--- config.mk ---
export PLATFORM = sky130hd
export DESIGN_NAME = output_demux
export DESIGN_NICKNAME = d
export VERILOG_FILES = /design/src/rtl/output_demux.sv
export SDC_FILE = /design/constraint.sdc
export NUM_CORES = 2
export LEC_CHECK = 0
export CAP_MARGIN = 20
export CORE_AREA = 2 2 376 378
export DETAILED_ROUTE_END_ITERATION = 8
export DIE_AREA = 0 0 378 380
export DONT_BUFFER_PORTS = 1
export PLACE_DENSITY_LB_ADDON = 0.15
export SLEW_MARGIN = 20
export SYNTH_ARGS = -nofsm -noshare
export SYNTH_HDL_FRONTEND = slang
export SYNTH_SLANG_ARGS = --single-unit
--- constraint.sdc ---
create_clock -name clk -period 45.3 [get_ports clk]
set_input_delay 4.53 -clock clk [delete_from_list [all_inputs] [get_ports clk]]
set_output_delay 4.53 -clock clk [all_outputs]
set_load 0.02 [all_outputs]
--- src/rtl/output_demux.sv ---
// FFT output demultiplexer: writes butterfly beats back to the data buffer on
// intermediate stages, serialises them on the final stage. OUTPUT_DEMUX_INDEX_EN adds out_index.
module output_demux (
  input  logic        clk,
  input  logic        rst,
  input  logic [2:0]  stg_cnt,
  input  logic        in_valid,
  output logic        in_ready,
  input  logic [55:0] in0,
  input  logic [55:0] in1,
  input  logic [55:0] in2,
  input  logic [55:0] in3,
  input  logic [55:0] in4,
  input  logic [55:0] in5,
  input  logic [55:0] in6,
  input  logic [55:0] in7,
  output logic        db_wr_en,
  output logic [4:0]  db_wr_addr,
  output logic [55:0] db_out0,
  output logic [55:0] db_out1,
  output logic [55:0] db_out2,
  output logic [55:0] db_out3,
  output logic [55:0] db_out4,
  output logic [55:0] db_out5,
  output logic [55:0] db_out6,
  output logic [55:0] db_out7,
  output logic        out_valid,
  input  logic        out_ready,
  output logic [55:0] out_data,
  output logic        stage_done,
  output logic        frame_done
`ifdef OUTPUT_DEMUX_INDEX_EN
  ,
  output logic [7:0]  out_index
`endif
);

  typedef enum logic [1:0] {StWbAccept, StFinAccept, StSer} state_e;

  state_e      state_q, cur_state;
  logic [4:0]  beat_q;
  logic [2:0]  lane_q;
  logic        db_wr_en_q, stage_done_q;
  logic [4:0]  db_wr_addr_q;
  logic [55:0] lanes   [8];
  logic [55:0] db_q    [8];
  logic [55:0] hold_q  [8];
  logic        accept;
  logic        last_lane;

  assign lanes[0] = in0;
  assign lanes[1] = in1;
  assign lanes[2] = in2;
  assign lanes[3] = in3;
  assign lanes[4] = in4;
  assign lanes[5] = in5;
  assign lanes[6] = in6;
  assign lanes[7] = in7;

  // Only accept-vs-SER is stored; the accept flavour follows stg_cnt live.
  always_comb begin
    cur_state = StWbAccept;
    if (state_q == StSer) begin
      cur_state = StSer;
    end else if (stg_cnt == 3'd7) begin
      cur_state = StFinAccept;
    end
  end

  assign in_ready  = !rst && (state_q != StSer);
  assign accept    = in_valid && in_ready;
  assign last_lane = (lane_q == 3'd7);

  always_ff @(posedge clk or posedge rst) begin
    if (rst) begin
      state_q      <= StWbAccept;
      beat_q       <= '0;
      lane_q       <= '0;
      db_wr_en_q   <= 1'b0;
      db_wr_addr_q <= '0;
      stage_done_q <= 1'b0;
      for (int i = 0; i < 8; i++) begin
        db_q[i]   <= '0;
        hold_q[i] <= '0;
      end
    end else begin
      db_wr_en_q   <= 1'b0;
      stage_done_q <= 1'b0;
      unique case (cur_state)
        StWbAccept: begin
          if (accept) begin
            db_wr_en_q   <= 1'b1;
            db_wr_addr_q <= beat_q;
            stage_done_q <= (beat_q == 5'd31);
            db_q         <= lanes;
            beat_q       <= beat_q + 5'd1;
          end
        end
        StFinAccept: begin
          if (accept) begin
            hold_q  <= lanes;
            lane_q  <= '0;
            state_q <= StSer;
          end
        end
        StSer: begin
          if (out_ready) begin
            if (last_lane) begin
              state_q <= StWbAccept;
              lane_q  <= '0;
              beat_q  <= beat_q + 5'd1;
            end else begin
              lane_q <= lane_q + 3'd1;
            end
          end
        end
        default: ;
      endcase
    end
  end

  assign db_wr_en   = db_wr_en_q;
  assign db_wr_addr = db_wr_addr_q;
  assign stage_done = stage_done_q;
  assign db_out0    = db_q[0];
  assign db_out1    = db_q[1];
  assign db_out2    = db_q[2];
  assign db_out3    = db_q[3];
  assign db_out4    = db_q[4];
  assign db_out5    = db_q[5];
  assign db_out6    = db_q[6];
  assign db_out7    = db_q[7];

  assign out_valid  = (state_q == StSer);
  assign out_data   = hold_q[lane_q];
  // Last sample of the frame is flagged in the same cycle as its handshake.
  assign frame_done = out_valid && out_ready && last_lane && (beat_q == 5'd31);

`ifdef OUTPUT_DEMUX_INDEX_EN
  assign out_index = {beat_q, lane_q};
`endif

endmodule
==> impl_metrics.yaml <==
run_status:
  status: "finished clean"
global_route:
  grt_pass1_wl_mm: 165
  grt_max_degree: 184
  grt_pass1_vias: 21200
  grt_usage_pct: 16.0
  grt_overflow: 0
  antenna_found_initial: 13
finish:
  post-route-util_pct: 31.4
  drive_gt1_share_pct: 57.5
  fin_nets: 2613
  syn2layout_area_growth_pct: 14.1
routing:
  highest_layer: "met5"
  met1_length_mm: 43.1
  drt-total-wl_mm: 117
  wl_met2_mm: 61.0
  ant_nets: 0
  drc: 0
  first_pass_iters: 4
  num_vias: 18900
  via_per_inst: 4.58
  routedWlPerCell_um: 28.2
  route.met3.wl_mm: 9.85
  drt_iter0_markers: 867
worst_setup_path:
  critPathTopFamily: "simple AND/OR/NAND/NOR gates"
  required_ns: 40.77
  end_kind: "primary output"
  path_cells: "and3_1 > and2_1"
  criticalPathCategory: "input port to primary output"
  crit_buf_inv: 0
  crit_fanout: 4
  worst_path_max_delay_cell: "and2_1"
  arrival_ns: 5.30
  path_depth: 2
  r2r_slack_ns: 40.20
  r2r_cells: 6
  cp-start-kind: "input port"
  critPathMaxStageDelay_ns: 0.43
cts:
  cts_tree: "done"
  h-tree-depth: 3
  post-cts-setup-buffers: 0
  cts_hold_buf: 0
  clk_pin_slew_ns: 0.05
  root_buffer: "clkbuf_16"
  cts-resized-gates: 0
  insertion_delay_ns: 0.73
  cts_max_path_buffers: 3
  clkSinkCount: 912
  cts_inserted_buffers: 105
min_path:
  hold_class: "flip-flop to flip-flop"
  worstHoldPathCells: 1
logic_synthesis:
  synth_edf_count: 0
  ys_async_sr_fraction_pct: 100
  synth_most_common_cell: "dfrtp_1"
  ys_warn_count: 0
  synth_ff_type: "dfrtp_1"
  synth_seq_cells: 912
  synthTopCellsByArea: "dfrtp_1 60%, mux2_2 20%, mux2_4 11%"
  synth_top_area_share_pct: 59.6
  ys_types: 27
  synth_area_leader_cell: "dfrtp_1"
  netlist_area_um2: 38300
  synth_seq_area_share_pct: 59.6
  synth_common_cells: "912 x dfrtp_1, 683 x mux2_2, 276 x mux2_4"
  synth_nets: 2608
  avgSynthCellArea_um2: 17.8
  synth_cells: 2149
timing:
  setup_viol: 0
  relSlewSlack_pct: 29.3
  skew_ns: 0.0547
  final_hold_viol_count: 0
  max_freq_mhz: 102
  setup_tns_ns: 0
  fin_crit_ns: 9.83
  maxSlewViolCount: 0
  tightest_slew_ns: 1.06
  rsz0062_at_grt: "no"
  fin_crit_sh_pct: 21.7
job:
  cap_violations: 0
floorplanning:
  fp.dieW_um: 378
  ios: 969
  core_um2: 139000
  die_height_um: 380
  die_area_um2: 144000
  num_rows: 137
  start_util_pct: 27.5
place:
  dp_hpwl_mm: 85.5
  port_buffers: 0
  gp_congestion: 0.753
power:
  power_density_nw_per_um2: 78.8
  leakagePower_nw: 19.2
  ir_worst_vdd_mv: 0.0436
-- flip-flops by register name, indices dropped and copies added (netlist names) --
signal / flops
beat_q: 5
db_out2: 56
db_out6: 56
db_out3: 56
state_q: 1
db_out5: 56
db_out7: 56
db_out0: 56
db_out4: 56
db_wr_addr: 5
db_wr_en: 1
stage_done: 1
lane_q: 3
db_out1: 56
hold_q: 448
-- path summary, 6_finish.rpt --
path,from,endpoint
max,out_ready,frame_done
min,hold_q[289]$_DFFE_PP0P_,hold_q[289]$_DFFE_PP0P_
max reg2reg,state_q[1]$_DFFE_PP0P_,hold_q[377]$_DFFE_PP0P_
min reg2reg,hold_q[289]$_DFFE_PP0P_,hold_q[289]$_DFFE_PP0P_
max in group asynchronous,rst,db_out7[33]$_DFFE_PP0P_
min in group asynchronous,rst,db_out0[1]$_DFFE_PP0P_
-- cells by family (layout without fill, tap and decap cells) --
family / after synthesis / count (layout) / share of synthesized area [%]
AND/OR/NAND/NOR: 20 / 20 / 0.300
flip-flops: 912 / 912 / 59.6
buffers and inverters: 134 / 223 / 2.35
AO/OA/AOI/OAI: 6 / 6 / 0.131
other: 0 / 17 / 0
multiplexers: 1071 / 1071 / 37.5
XOR/XNOR: 2 / 2 / 0.0457
adder cells (fa/ha/maj): 4 / 4 / 0.131
-- cell type report --
| class | count | area [um2] |
|---|---|---|
| antenna | 17 | 42.5 |
| multi-input combinational | 1103 | 14600 |
| tap | 1876 | 2350 |
| clock inverter | 37 | 475 |
| sequential | 912 | 22800 |
| clock buffer | 154 | 3130 |
| inverter | 2 | 22.5 |
| timing repair buffer | 30 | 274 |
| fill | 13600 | 95500 |
-- cell usage in the layout (no fill, tap or decap) --
master      instances
or4b_4              1
clkinv_16           4
dfrtp_4             3
and3_1              3
nor3b_1             1
nand2b_1            1
buf_16              1
a32oi_1             1
inv_8               2
buf_4              26
mux2_4            276
clkbuf_8           32
xnor2_1             2
dfrtp_1           909
nand3_1             1
clkbuf_1           17
clkinv_4            3
buf_12              2
inv_6               2
clkinv_8            1
buf_6               1
nor3_1              1
nand3_4             1
diode_2            17
nand2_1             5
mux4_2            112
bufinv_16           6
a31oi_1             1
ha_1                4
o221ai_1            1
and2_1              3
a31o_2              3
or2_2               1
clkinv_2           17
clkbuf_16         105
clkinvlp_4          4
mux2_2            683
nor2_1              1
nand3_2             1
-- stage by stage --
stage	area [um2]	hold slack (ns)	worst slack (ns)	power, W	instances
3_3_place_gp	40100	0.482	35.39	0.00259	3922
4_1_cts	43700	0.501	35.39	0.00352	4113
2_1_floorplan	38300	0.474	15.13	0.00233	2149
3_5_place_dp	40100	0.489	35.38	0.00262	3922
6_report	43700	0.500	35.47	0.00345	4131
5_1_grt	43700	0.513	35.40	0.00364	4120
-- routing by layer --
| layer | up-vias | track usage [%] |
|---|---|---|
| met5 | - | 0 |
| met4 | 4 | 4.70 |
| met1 | 10200 | 18.1 |
| li1 | 7876 | - |
| met2 | 742 | 28.5 |
| met3 | 138 | 5.02 |
-- worst reg2reg max path, stage by stage (launching register included) --
cell	delay, ns
dfrtp_1	0.57
or4b_4	0.67
buf_4	0.88
buf_4	0.83
buf_4	0.79
buf_4	0.76
mux2_2	0.44
-- power by group --
group | internal, W | switching, W | leakage (nW) | total (W)
logic | 0.000507 | 0.000350 | 6.42 | 0.000857
clock network | 0.000514 | 0.000360 | 1.77 | 0.000874
registers | 0.00118 | 0.000539 | 11.0 | 0.00172
total | 0.00220 | 0.00125 | 19.2 | 0.00345
No activity file was read; power rests on OpenSTA's default activity.
